$ cat src/rtl/keylock_pkg.sv
// Shared key codes and FSM state encoding for the keypad lock controller.
package keylock_pkg;

  localparam logic [3:0] KEY_CLEAR  = 4'hA;
  localparam logic [3:0] KEY_ENTER  = 4'hB;
  localparam logic [3:0] KEY_CHANGE = 4'hC;

  typedef logic [2:0] state_t;

  localparam state_t ST_LOCKED       = 3'd0;
  localparam state_t ST_OPEN         = 3'd1;
  localparam state_t ST_PROG_AUTH    = 3'd2;
  localparam state_t ST_PROG_NEW     = 3'd3;
  localparam state_t ST_PROG_CONFIRM = 3'd4;
  localparam state_t ST_LOCKOUT      = 3'd5;

  function automatic logic key_is_digit(input logic [3:0] k);
    return k <= 4'd9;
  endfunction

  // Keys 4'hD..4'hF carry no meaning and are dropped everywhere.
  function automatic logic key_is_known(input logic [3:0] k);
    return k <= KEY_CHANGE;
  endfunction

endpackage

$ cat src/rtl/code_entry_buf.sv
// Digit entry buffer: BCD shift register with saturating count and two equality taps.
module code_entry_buf #(
  parameter int N_DIGITS = 6,
  localparam int W = 4*N_DIGITS
) (
  input  logic         hwclk,
  input  logic         rst_n,
  input  logic         clr,
  input  logic         push,
  input  logic [3:0]   digit,
  input  logic [W-1:0] cmp_a,
  input  logic [W-1:0] cmp_b,
  output logic [W-1:0] value,
  output logic [3:0]   count,
  output logic         len_ok,
  output logic         match_a,
  output logic         match_b
);

  always_ff @(posedge hwclk or negedge rst_n) begin
    if (!rst_n) begin
      value <= '0;
      count <= '0;
    end else if (clr) begin
      value <= '0;
      count <= '0;
    end else if (push) begin
      // Once full, the next digit only marks overflow; the value is frozen.
      if (count < 4'(N_DIGITS)) begin
        value <= W'({value, digit});
        count <= count + 4'd1;
      end else begin
        count <= 4'(N_DIGITS + 1);
      end
    end
  end

  assign len_ok  = (count == 4'(N_DIGITS));
  assign match_a = len_ok && (value == cmp_a);
  assign match_b = len_ok && (value == cmp_b);

endmodule

$ cat src/rtl/keylock_core.sv
// Keypad lock controller: code entry, master/user check, code change, relock, timeout, lockout.
module keylock_core
  import keylock_pkg::*;
#(
  parameter int                    N_DIGITS       = 6,
  parameter logic [4*N_DIGITS-1:0] MASTER_CODE    = 24'h555116,
  parameter logic [4*N_DIGITS-1:0] DEFAULT_UC     = 24'h666666,
  parameter int                    MAX_FAILS      = 3,
  parameter int unsigned           LOCKOUT_CYCLES = 60000000,
  parameter int unsigned           OPEN_CYCLES    = 120000000,
  parameter int unsigned           ENTRY_TIMEOUT  = 60000000
) (
  input  logic                           hwclk,
  input  logic                           resetN,
  input  logic                           key_valid,
  input  logic [3:0]                     key,
  output logic                           unlocked,
  output logic                           locked_out,
  output logic                           prog_mode,
  output logic                           ok_pulse,
  output logic                           err_pulse,
  output logic [$clog2(MAX_FAILS+1)-1:0] fail_cnt,
  output logic [3:0]                     digits_entered
);

  localparam int W    = 4*N_DIGITS;
  localparam int FC_W = $clog2(MAX_FAILS+1);
  localparam int LT_W = $clog2(LOCKOUT_CYCLES+1);
  localparam int OT_W = (OPEN_CYCLES > 0) ? $clog2(OPEN_CYCLES+1) : 1;
  localparam int ET_W = $clog2(ENTRY_TIMEOUT+1);

  logic [1:0]     rst_sync;
  logic           rst_n;
  state_t         state;
  logic [W-1:0]   user_code, cand;
  logic [LT_W-1:0] ltmr;
  logic [OT_W-1:0] otmr;
  logic [ET_W-1:0] etmr;

  logic           is_digit, is_clear, is_enter, is_change, accept, prog;
  logic           idle_run, idle_exp, open_exp, lock_exp, fail_last;
  logic           buf_clr, buf_push, len_ok, match_a, match_b;
  logic [W-1:0]   buf_val, cmp_a;
  logic [3:0]     buf_cnt;

  // Reset asserts asynchronously, releases on the clock.
  always_ff @(posedge hwclk or negedge resetN) begin
    if (!resetN) rst_sync <= '0;
    else         rst_sync <= {rst_sync[0], 1'b1};
  end
  assign rst_n = rst_sync[1];

  assign is_digit  = key_is_digit(key);
  assign is_clear  = (key == KEY_CLEAR);
  assign is_enter  = (key == KEY_ENTER);
  assign is_change = (key == KEY_CHANGE);
  assign prog      = (state == ST_PROG_AUTH) || (state == ST_PROG_NEW) ||
                     (state == ST_PROG_CONFIRM);

  // OPEN only listens for ENTER; LOCKOUT listens to nothing.
  assign accept = key_valid && key_is_known(key) && (state != ST_LOCKOUT) &&
                  ((state != ST_OPEN) || is_enter);

  assign idle_run  = ((state == ST_LOCKED) && (buf_cnt != 4'd0)) || prog;
  assign idle_exp  = idle_run && !accept && (etmr == ET_W'(1));
  assign open_exp  = (state == ST_OPEN) && (OPEN_CYCLES != 0) && (otmr == OT_W'(1));
  assign lock_exp  = (state == ST_LOCKOUT) && (ltmr == LT_W'(1));
  assign fail_last = (fail_cnt == FC_W'(MAX_FAILS - 1));

  assign buf_push = accept && is_digit;
  assign buf_clr  = (accept && (is_clear || is_enter || is_change)) || idle_exp;
  assign cmp_a    = (state == ST_PROG_CONFIRM) ? cand : user_code;

  code_entry_buf #(.N_DIGITS(N_DIGITS)) u_buf (
    .hwclk   (hwclk),
    .rst_n   (rst_n),
    .clr     (buf_clr),
    .push    (buf_push),
    .digit   (key),
    .cmp_a   (cmp_a),
    .cmp_b   (MASTER_CODE),
    .value   (buf_val),
    .count   (buf_cnt),
    .len_ok  (len_ok),
    .match_a (match_a),
    .match_b (match_b)
  );

  always_ff @(posedge hwclk or negedge rst_n) begin
    if (!rst_n) begin
      state     <= ST_LOCKED;
      user_code <= DEFAULT_UC;
      cand      <= '0;
      fail_cnt  <= '0;
      ok_pulse  <= 1'b0;
      err_pulse <= 1'b0;
      ltmr      <= '0;
      otmr      <= '0;
      etmr      <= '0;
    end else begin
      ok_pulse  <= 1'b0;
      err_pulse <= 1'b0;

      if (accept)                          etmr <= ET_W'(ENTRY_TIMEOUT);
      else if (idle_run && etmr != '0)     etmr <= etmr - ET_W'(1);
      if (state == ST_OPEN && otmr != '0)    otmr <= otmr - OT_W'(1);
      if (state == ST_LOCKOUT && ltmr != '0) ltmr <= ltmr - LT_W'(1);

      if (accept && is_enter) begin
        case (state)
          ST_LOCKED, ST_PROG_AUTH: begin
            if ((state == ST_LOCKED) && (match_a || match_b)) begin
              state    <= ST_OPEN;
              ok_pulse <= 1'b1;
              fail_cnt <= '0;
              otmr     <= OT_W'(OPEN_CYCLES);
            end else if ((state == ST_PROG_AUTH) && match_b) begin
              state <= ST_PROG_NEW;
            end else begin
              err_pulse <= 1'b1;
              fail_cnt  <= fail_cnt + FC_W'(1);
              ltmr      <= LT_W'(LOCKOUT_CYCLES);
              state     <= fail_last ? ST_LOCKOUT : ST_LOCKED;
            end
          end
          ST_OPEN: begin
            state    <= ST_LOCKED;
            ok_pulse <= 1'b1;
          end
          ST_PROG_NEW: begin
            if (len_ok) begin
              cand  <= buf_val;
              state <= ST_PROG_CONFIRM;
            end else begin
              err_pulse <= 1'b1;
              state     <= ST_LOCKED;
            end
          end
          ST_PROG_CONFIRM: begin
            if (match_a) begin
              user_code <= cand;
              ok_pulse  <= 1'b1;
            end else begin
              err_pulse <= 1'b1;
            end
            state <= ST_LOCKED;
          end
          default: state <= ST_LOCKED;
        endcase
      end else if (accept && is_change) begin
        // CHANGE enters programming from LOCKED and aborts it from any PROG state.
        state <= (state == ST_LOCKED) ? ST_PROG_AUTH : ST_LOCKED;
      end else if (!accept) begin
        if (open_exp || idle_exp) state <= ST_LOCKED;
        if (lock_exp) begin
          state    <= ST_LOCKED;
          fail_cnt <= '0;
        end
      end
    end
  end

  assign unlocked       = (state == ST_OPEN);
  assign locked_out     = (state == ST_LOCKOUT);
  assign prog_mode      = prog;
  assign digits_entered = buf_cnt;

endmodule
$ cat config.mk
export PLATFORM = sky130hd
export DESIGN_NAME = keylock_core
export DESIGN_NICKNAME = d
export VERILOG_FILES = /design/src/rtl/keylock_pkg.sv /design/src/rtl/code_entry_buf.sv /design/src/rtl/keylock_core.sv
export SDC_FILE = /design/constraint.sdc
export NUM_CORES = 1
export LEC_CHECK = 0
export BUFFER_PORTS_ARGS = -buffer_cell sky130_fd_sc_hd__clkbuf_2
export CAP_MARGIN = 40
export CORE_UTILIZATION = 30
export DETAILED_ROUTE_END_ITERATION = 12
export SYNTH_ARGS = -nofsm -noshare
export SYNTH_HDL_FRONTEND = slang
export SYNTH_HIERARCHICAL = 1
export SYNTH_SLANG_ARGS = --single-unit
$ cat constraint.sdc
create_clock -name hwclk -period 6.9 [get_ports hwclk]
set_input_delay 1.035 -clock hwclk [delete_from_list [all_inputs] [get_ports hwclk]]
set_output_delay 1.035 -clock hwclk [all_outputs]
set_load 0.02 [all_outputs]
Yosys cells after proc, flatten, opt, wreduce, memory -nomap -nowiden --
Index checks and enable logic that the tools add are counted.
Cells by class: $add $sub $neg 5, magnitude comparators 3, equal/unequal tests 22, multiplexer cells 46, reductions and logical operators 45
Operators by type and width (number):
- 2-to-1 mux 26 bit | 7
- 2-to-1 mux 27 bit | 4
- 2-to-1 mux 24 bit | 4
- == test 26 x 1 -> 1 bit (second input constant) | 2
- nonzero test 26 bit | 2
- subtractor 26 x 1 -> 26 bit (second input constant) | 2
- == test 27 x 1 -> 1 bit (second input constant) | 1
- 2-to-1 mux 3 bit | 9
- nonzero test 27 bit | 1
- subtractor 27 x 1 -> 27 bit (second input constant) | 1
- == test 24 x 23 -> 1 bit (second input constant) | 1
- == test 24 bit | 1
- logical AND 1 bit | 19
- 2-to-1 mux 2 bit | 8
- == test 4 bit (second input constant) | 3
- 2-to-1 mux 4 bit | 3
- logical OR 1 bit | 9
- <= comparator 4 bit (second input constant) | 2
- 2-to-1 mux 1 bit | 8
- nonzero test 2 bit | 4
- nonzero test 4 bit | 2
- == test 3 x 2 -> 1 bit (second input constant) | 2
- == test 3 bit (second input constant) | 2
- != test 3 x 1 -> 1 bit (second input constant) | 2
- other kinds (17) | 22
Word-level totals: register bits 164, input port bits 7, output and inout port bits 11

Depth between registers and ports, before layout --
Gate-level depths: netlist of run 1.
depth after elaboration 13, depth in mapped cells 14, gate-level depth less buffers 11

Modules after synthesis --
Netlist of run 1, hierarchy kept.
Modules (own cells, without submodules):
- keylock_core | instances 1, cells each 684, area an instance 7168.1 um2, seq. area each 3418.3 um2
- code_entry_buf | instances 1, cells each 193, area an instance 1717.9 um2, seq. area each 700.7 um2

Worst setup path after synthesis of run 1 --
No wires, ideal clock.
path type flip-flop to flip-flop, start reg state[2], end reg user_code[11], setup time 0.125 ns, arrival 3.848 ns, data required time 6.775 ns, path slack 2.927 ns, stages on the path, launching flop included 13, buffers on the path 4, cells stage by stage dfrtp_1 clkbuf_1 nor3b_1 clkbuf_1 mux2_2 xor2_1 nor4_1 nand4_1 nor3_1 and3_1 clkbuf_1 buf_2 mux2_2
On the way: cells in the longest elaborated chain, start to end 5, elaborated cells on any way between the ends 11
RTL lines:
- start: declaration | line keylock_core.sv:34 | state_t state;
- start signal: assignment | line keylock_core.sv:123 | state <= fail_last ? ST_LOCKOUT : ST_LOCKED;
- start signal: assignment | line keylock_core.sv:152 | state <= (state == ST_LOCKED) ? ST_PROG_AUTH : ST_LOCKED;
- == test 3 bit | line keylock_core.sv:72 | assign cmp_a = (state == ST_PROG_CONFIRM) ? cand : user_code;
- 2-to-1 mux 24 bit | line keylock_core.sv:72
- via cmp_a[19] | line keylock_core.sv:43 | logic [W-1:0] buf_val, cmp_a;
- == test 24 bit | line code_entry_buf.sv:39 | assign match_a = len_ok && (value == cmp_a);
- logical AND 1 bit | line code_entry_buf.sv:39
- via match_a | line keylock_core.sv:42 | logic buf_clr, buf_push, len_ok, match_a, match_b;
- AND reduction 3 bit (no line)
- end signal: assignment | line keylock_core.sv:141 | user_code <= cand;
- end: declaration | line keylock_core.sv:35 | logic [W-1:0] user_code, cand;
The timed path passes the listed nets, and every way through them passes these cells. A chain may end at the register's enable or synchronous reset.

Worst setup path after layout of run 1 --
start reg state[2], end reg otmr[24]
On the way: cells in the longest elaborated chain, start to end 9, elaborated cells on any way between the ends 21
RTL lines:
- == test 3 bit | line keylock_core.sv:72
- 2-to-1 mux 24 bit | line keylock_core.sv:72
- via cmp_a[12] | line keylock_core.sv:43
- == test 24 bit | line code_entry_buf.sv:39
- logical AND 1 bit | line code_entry_buf.sv:39
- via match_a | line keylock_core.sv:42
- logical OR 1 bit | line keylock_core.sv:112 | if ((state == ST_LOCKED) && (match_a || match_b)) begin
- logical AND 1 bit | line keylock_core.sv:112
- 2-to-1 mux 27 bit | line keylock_core.sv:112
- 2-to-1 mux 27 bit | line keylock_core.sv:110 | case (state)
- 2-to-1 mux 27 bit | line keylock_core.sv:109 | if (accept && is_enter) begin
- end signal: assignment | line keylock_core.sv:106 | if (state == ST_OPEN && otmr != '0) otmr <= otmr - OT_W'(1);
- end signal: assignment | line keylock_core.sv:116 | otmr <= OT_W'(OPEN_CYCLES);
- end: declaration | line keylock_core.sv:37 | logic [OT_W-1:0] otmr;
The timed path passes the listed nets, and every way through them passes these cells.

==> key figures, run 1 <==
Synthesis
  – Post-synthesis mux area share: between 10% and 20%
  – Compound-Gate Fraction of Synth Area: a little under an eighth
  – Post-Synth XOR/XNOR Area: around 6%
  – Mean Syn Cell Area: 10.1 µm²
  – Number of synthesized flops with an enable pin: 0
  – Leading register cell type out of synthesis: dfrtp_1
  – Adder-Cell Fraction of Synth Area: roughly 1.4%
  – Flops & latches, synth: between 150 and 200
  – Ys Warns: 6
  – Largest family of logic cells by synthesized area: simple AND/OR/NAND/NOR gates
  – Register area share after synthesis: between 40% and 50%
  – Syn Std Cell Area: approximately 8900 µm²
  – Post-Synth Simple-Gate Area: between 20% and 30%
  – Asr flop ratio synth: 100%
  – Cell count after synthesis: ~880
  – Yosys cell types: 74

Timing
  – Endpoints failing hold: 0
  – Worst-Margin Slew: 0.854 ns
  – Worst slew margin: 42.5%
  – Setup TNS: 0 ns
  – Hold Slack: roughly 0.29 ns
  – F_max: between 200 and 250 MHz
  – Max-slew violations: 0
  – RSZ-0062 raised after global routing: false
  – Skew final: 0.0149 ns
  – Setup-failing EPs final: 0
  – Crit share post-route: between 60% and 70%
  – Tmin final: between 4 and 5 ns

Cells and area
  – Final #Nets: between 900 and 1k
  – Synth-to-Final Area Change: 14.1%
  – Diodes inserted: 0
  – Layout cell share with drive strength beyond 1: 19.9%
  – Fin util: 35.0%

Setup path
  – Slowest-stage cell, CP: nand4_1
  – Critical Path AT: 4.54 ns
  – WP buf/inv: 1
  – Worst-path cell chain: nor3b_2 -> buf_6 -> mux2_2 -> xor2_1 -> nor4_1 -> nand4_1 -> nor3_1 -> nor2_1 -> nor2_1 -> nand4_1 -> and4_1 -> nor2_1
  – Most used cell, CP: nor2_1
  – Crit path largest cell delay: 0.62 ns
  – Critical path peak fanout: 17
  – Critical Path RT: ~7.3 ns
  – CP delay by family, top: simple AND/OR/NAND/NOR gates
  – Worst Setup End Kind: flop
  – CP Class: reg2reg
  – Setup crit start kind: flop

Drt
  – DRT iter0 DRCs: 373
  – Wirelength per Cell: roughly 15 µm
  – Vias post-DR: approximately 6.7k
  – Post-DR vias/cell: roughly 5.1
  – Total Wirelength: between 20,000 and 25,000 µm
  – Drt first pass iters: 5
  – DRC Markers: 0
  – DRT antenna net count: 0

Clock network
  – CTS Buf Count: 17
  – Clock transition at path regs: 0.07 ns
  – Htree depth: 4
  – Worst-Skew Late Latency: 0.45 ns
  – Hold_buf cts: 0
  – Post-CTS sizing: 0
  – Clk root buf: clkbuf_16
  – Post-CTS setup buffer count: 0
  – Num Clock Sinks: 164
  – CTS tree: done
  – Clock buffer depth: 2

Pwr
  – Pwr/cell area: 263 nW/µm²
  – Peak supply drop: roughly 0.14 mV
  – Leakage: 4.18 nW
  – Final total power: 0.00266 W

Placed design
  – GP Congestion: approximately 0.77
  – DP Wirelength: ~14,000 µm
  – PortBufs: 17

Floorplanning
  – Core ar.: about 29,000 µm²
  – IO Count: 18
  – FP Rows: just over 60
  – Initial Util: ~31%
  – Die Span Y: around 170 µm
  – Die W: roughly 170 µm
  – Die Footprint: just over 30,000 µm²

Flow run
  – Max Cap Viol: 0

GRT
  – Initial antenna violation count: 0
  – GRT overflow: 0
  – Vias in the first global route: approximately 6.6k
  – Gr usage total: 13.9%
  – Largest net degree at the start of global routing: 56
  – First-pass GRT wire length: ~34,000 µm

Hold path
  – Worst Hold Class: reg2async

Status
  – Status: finished clean
cells in the final DEF, fill, tap and decap left out, types with 4 or more instances in the layout:
master and n:
clkbuf_16 17, ha_1 10, a211oi_1 4, inv_6 7, o211ai_1 11, nand3_1 27
xor2_1 45, o41ai_1 5, nand2_1 89, or4_1 26, nor4_1 32, mux2i_1 15
xnor2_1 15, dfrtp_1 151, nand4b_1 5, clkbuf_2 17, o21ai_0 27, a31oi_1 6
buf_4 8, conb_1 25, inv_8 4, o31ai_1 16, and4_1 5, nand4_1 15
nor2_1 51, dfstp_2 12, a21oi_1 44, and2_1 4, or2_2 9, o311ai_0 4
inv_1 18, nor3_1 20, or3_1 26, mux2_2 74, and3_1 7
path summary, 6_finish.rpt:
kind / cells after the start / from / slack [ns] / endpoint
max: 12 / state[2] / 2.74 / otmr[24]
min: 0 / rst_sync[1] / 0.29 / u_buf/value[14]
max reg2reg: 12 / state[2] / 2.74 / otmr[24]
min reg2reg: 0 / rst_sync[1] / 0.29 / u_buf/value[14]
max in group asynchronous: 3 / rst_sync[1] / 5.43 / user_code[5]
min in group hwclk: 0 / rst_sync[0] / 0.35 / rst_sync[1]
synth_stat cells, types with 18 or more instances:
| library cell | number | share of area [%] |
|---|---|---|
| a21oi_1 | 44 | 2.5 |
| clkbuf_1 | 29 | 1.2 |
| dfrtp_1 | 152 | 43 |
| inv_1 | 18 | 0.76 |
| mux2_2 | 74 | 9.4 |
| nand2_1 | 89 | 3.8 |
| nand3_1 | 27 | 1.5 |
| nor2_1 | 51 | 2.2 |
| nor3_1 | 20 | 1.1 |
| nor4_1 | 32 | 2.3 |
| o21ai_0 | 27 | 1.5 |
| or3_1 | 26 | 1.8 |
| or4_1 | 26 | 2.2 |
| xor2_1 | 45 | 4.4 |
final cells by class:
type                            instances  area [µm²]
Fill cell                            2887       18800
Multi-Input combinational cell        677        4610
Sequential cell                       164        4120
Tap cell                              384         480
Clock buffer                           18         439
Timing Repair Buffer                   34         278
Clock inverter                         14         135
Inverter                               19        71.3
registers in the layout, indices dropped and copies added (netlist names):
register and cells:
rst_sync 2, state 3, otmr 27, u_buf/value 24
ok_pulse 1, ltmr 26, err_pulse 1, user_code 24
fail_cnt 2, etmr 26, u_buf/count 4, cand 24
metrics by stage:
step / setup WS, ns / instance area [µm²] / std cells
4_1_cts: 2.68 / 10100 / 1310
3_5_place_dp: 2.67 / 9560 / 1278
3_3_place_gp: 2.16 / 9420 / 1268
5_1_grt: 2.32 / 10100 / 1310
2_1_floorplan: 2.01 / 8970 / 900
6_report: 2.74 / 10100 / 1310
cells by family after synthesis:
kind of cell             after synthesis
multiplexers                          89
XOR/XNOR                              60
other                                  2
flip-flops                           164
adder cells (fa/ha/maj)               10
AND/OR/NAND/NOR                      341
buffers and inverters                 59
AO/OA/AOI/OAI                        152
where the power goes:
part           internal (W)  switching (W)
logic              0.000222       0.000310
clock network      0.000490       0.000446
registers           0.00105       0.000146
total               0.00176       0.000902
per-layer routing:
metal  track usage (%)  vias to the layer above  routed length [µm]
met1              19.3                     3331               10200
met3              2.52                       18                 387
li1                  -                     3293                   -
met2              21.8                       66                9290
met4              4.57                        0                 250
met5                 0                        -                   0
worst reg2reg max path, cell delays in order (launching register included):
cell and delay, ns:
dfrtp_1 0.56, nor3b_2 0.45, buf_6 0.22, mux2_2 0.36
xor2_1 0.15, nor4_1 0.39, nand4_1 0.15, nor3_1 0.41
nor2_1 0.09, nor2_1 0.17, nand4_1 0.62, and4_1 0.46
nor2_1 0.08
Note: power is estimated with default switching activity, not from simulation.
==> run 2, diff against run 1 <==
==> constraint.sdc (replaced) <==
create_clock -name hwclk -period 3.57 [get_ports hwclk]
set_input_delay 0.5355 -clock hwclk [delete_from_list [all_inputs] [get_ports hwclk]]
set_output_delay 0.5355 -clock hwclk [all_outputs]
set_load 0.02 [all_outputs]
==> run 2 against run 1 <==
  * Largest cell class unchanged
  * Die area unchanged
  * Via count is 0.36% higher
  * Non-clock buffer count up 10
  * Global-route usage is 0.057 points lower
  * Cell area grew 0.70%
==> key figures, run 2 (synthesis gave the netlist of run 1 again) <==
Status
  – Status: finished clean (unchanged)

Clock network
  – CTS tree: done (unchanged)
  – Worst-Skew Late Latency: 0.43 ns (was 0.45 ns)
  – Num Clock Sinks: 164 (unchanged)
  – Htree depth: 4 (unchanged)
  – Clock buffer depth: 2 (unchanged)
  – Clk root buf: clkbuf_16 (unchanged)
  – CTS Buf Count: 17 (unchanged)
  – Clock transition at path regs: 0.08 ns (was 0.07 ns)

Floorplanning
  – IO Count: 18 (unchanged)
  – Die Footprint: 30,300 µm² (unchanged)
  – Initial Util: 30.7% (unchanged)
  – Die W: 174 µm (unchanged)
  – Core ar.: 28,900 µm² (unchanged)
  – Die Span Y: 174 µm (unchanged)
  – FP Rows: 62 (unchanged)

Drt
  – DRT iter0 DRCs: 431 (was 373)
  – Wirelength per Cell: 15.0 µm (was 15.4 µm)
  – DRT antenna net count: 0 (unchanged)
  – DRC Markers: 0 (unchanged)
  – Drt first pass iters: 5 (unchanged)
  – Post-DR vias/cell: 5.10 (was 5.12)
  – Total Wirelength: 19,800 µm (was 20,100 µm)
  – Vias post-DR: 6,732 (was 6,708)

Flow run
  – Max Cap Viol: 0 (unchanged)

Cells and area
  – Layout cell share with drive strength beyond 1: 20.7% (was 19.9%)
  – Largest registers: otmr x27, etmr x26, ltmr x26 (unchanged)
  – Register area: 4120 µm² (unchanged)
  – Most common cell after layout, fill and taps aside: dfrtp_1 (unchanged)
  – Diodes inserted: 0 (unchanged)
  – # fillers: 2,912 (was 2,887)
  – Synth-to-Final Area Change: 14.9% (was 14.1%)
  – Final #Nets: 940 (was 930)
  – Area of the multi-input gates: 4620 µm² (was 4610 µm²)
  – Most flops, register: otmr (unchanged)
  – Commonest cells after routing, fill and taps aside: 151 x dfrtp_1, 89 x nand2_1, 74 x mux2_2, 51 x nor2_1, 45 x xor2_1 (unchanged)
  – Final Cell Area: 10,200 µm² (was 10,100 µm²)
  – Max reg flops: 27 (unchanged)

Timing
  – RSZ-0062 raised after global routing: false (unchanged)
  – Worst slew margin: 48.5% (was 42.5%)
  – Final worst slack: 0.229 ns (was 2.74 ns)
  – Max-slew violations: 0 (unchanged)
  – Skew final: 0.0138 ns (was 0.0149 ns)
  – Endpoints failing hold: 0 (unchanged)
  – Hold Slack: 0.207 ns (was 0.286 ns)
  – Setup-failing EPs final: 0 (unchanged)
  – Tmin final: 3.34 ns (was 4.16 ns)
  – F_max: 299 MHz (was 240 MHz)
  – Setup TNS: 0 ns (unchanged)
  – Crit share post-route: 93.6% (was 60.4%)
  – Worst-Margin Slew: 0.770 ns (was 0.854 ns)

Placed design
  – GP Congestion: 0.795 (was 0.773)
  – PortBufs: 17 (unchanged)
  – DP Wirelength: 13,600 µm (was 13,800 µm)
  – Dpl ws: 0.131 ns (was 2.67 ns)
  – Placed standard-cell area: 9620 µm² (was 9560 µm²)

Setup path
  – Worst r2r src: state[0] (was state[2])
  – Crit path largest cell delay: 0.45 ns (was 0.62 ns)
  – Worst R2R Setup Slack: 0.23 ns (was 2.74 ns)
  – Critical Path AT: 3.67 ns (was 4.54 ns)
  – Setup crit start kind: flop (unchanged)
  – Worst-path cell chain: nor3b_4 -> buf_4 -> mux2_2 -> xor2_1 -> nor4_1 -> nand4_1 -> nor3_2 -> a21o_1 -> or2_2 -> o211ai_1 -> o31ai_1 (was nor3b_2 -> buf_6 -> mux2_2 -> xor2_1 -> nor4_1 -> nand4_1 -> nor3_1 -> nor2_1 -> nor2_1 -> nand4_1 -> and4_1 -> nor2_1)
  – Critical Path RT: 3.89 ns (was 7.27 ns)
  – Critical path peak fanout: 19 (was 17)
  – CP Class: reg2reg (unchanged)
  – Reg2reg path depth: 11 (was 12)
  – Worst Setup End Kind: flop (unchanged)
  – Crit Reg-Reg Endpoint: ltmr[14] (was otmr[24])
  – Slowest-stage cell, CP: nor4_1 (was nand4_1)

Pwr
  – Flop pwr share: 44.4% (was 44.9%)
  – Leakage: 4.23 nW (was 4.18 nW)
  – Comb power frac: 20.6% (was 19.9%)
  – Peak supply drop: 0.308 mV (was 0.139 mV)
  – Switching Fraction: 33.9% (was 33.8%)
  – Internal power: 0.00342 W (was 0.00176 W)
  – Pwr/cell area: 507 nW/µm² (was 263 nW/µm²)
  – Final total power: 0.00517 W (was 0.00266 W)
  – Clock power share: 35.0% (was 35.1%)
  – Switch Pwr: 0.00175 W (was 0.000902 W)

Hold path
  – Worst Hold Class: reg2async (unchanged)

GRT
  – GRT overflow: 0 (unchanged)
  – Largest net degree at the start of global routing: 56 (unchanged)
  – Vias in the first global route: 6,625 (was 6,560)
  – Gr usage total: 13.8% (was 13.9%)
  – Initial antenna violation count: 0 (unchanged)
  – First-pass GRT wire length: 34,400 µm (was 34,000 µm)
==> run 2: cell count changes in the layout (fill, tap and decap cells not counted), moves of 2 or more <==
cell,previous run,this run
clkinv_4,0,3
buf_4,8,23
inv_6,7,4
buf_2,2,0
==> run 2: area by class of cell <==
| class | instances | share of cell area, % |
|---|---|---|
| Clock inverter | 14 | 1.35 |
| Sequential cell | 164 | 40.4 |
| Clock buffer | 18 | 4.30 |
| Tap cell | 384 | 4.71 |
| Multi-Input combinational cell | 677 | 45.3 |
| Timing Repair Buffer | 44 | 3.28 |
| Inverter | 19 | 0.699 |
==> run 2: routing by layer <==
| metal | up-vias | part of all wire (%) | track usage (%) |
|---|---|---|---|
| li1 | 3317 | - | - |
| met1 | 3314 | 51 | 20.1 |
| met2 | 91 | 45 | 21.3 |
| met3 | 10 | 2.8 | 2.14 |
| met4 | 0 | 0.86 | 3.84 |
| met5 | - | 0 | 0 |
==> run 2: worst max-delay path: cells and delay by family (launching register included) <==
family / cells / cell delay, ns
AO/OA/AOI/OAI: 3 / 0.47
XOR/XNOR: 1 / 0.14
buffers and inverters: 1 / 0.25
flip-flops: 1 / 0.41
multiplexers: 1 / 0.36
AND/OR/NAND/NOR: 5 / 1.61
==> run 2: through the flow <==
step	util, %	std cells
after floorplan	-	900
after global placement	33.1	1286
after detailed placement	33.2	1287
after CTS	35.3	1320
after global routing	35.3	1320
final	35.3	1320
==> run 2: worst max path at each step <==
stage	start	end	slack [ns]	cells past startpoint
3_3_place_gp	state[0]	ltmr[2]	0.18	11
2_1_floorplan	state[2]	user_code[11]	0.03	12
4_1_cts	state[0]	ltmr[14]	0.1	11
5_1_grt	state[0]	ltmr[14]	0.009	11
3_5_place_dp	state[0]	ltmr[14]	0.13	11
6_report	state[0]	ltmr[14]	0.23	11
==> run 2: repair_timing <==
item                       CTS  global route
setup endpoints to repair    0            29
hold buffers                 1             0
buffers inserted             0             0
resized for setup            0             1
hold endpoints to repair     2             0
==> run 2: power groups by stage <==
stage	sequential, W	clock [W]	combinational (W)
detailed placement	0.00234	0	0.00106
global route	0.00234	0.00191	0.00120
global placement	0.00234	0	0.00103
floorplan	0.00229	0	0.000751
CTS	0.00230	0.00185	0.00107
finish	0.00230	0.00181	0.00106
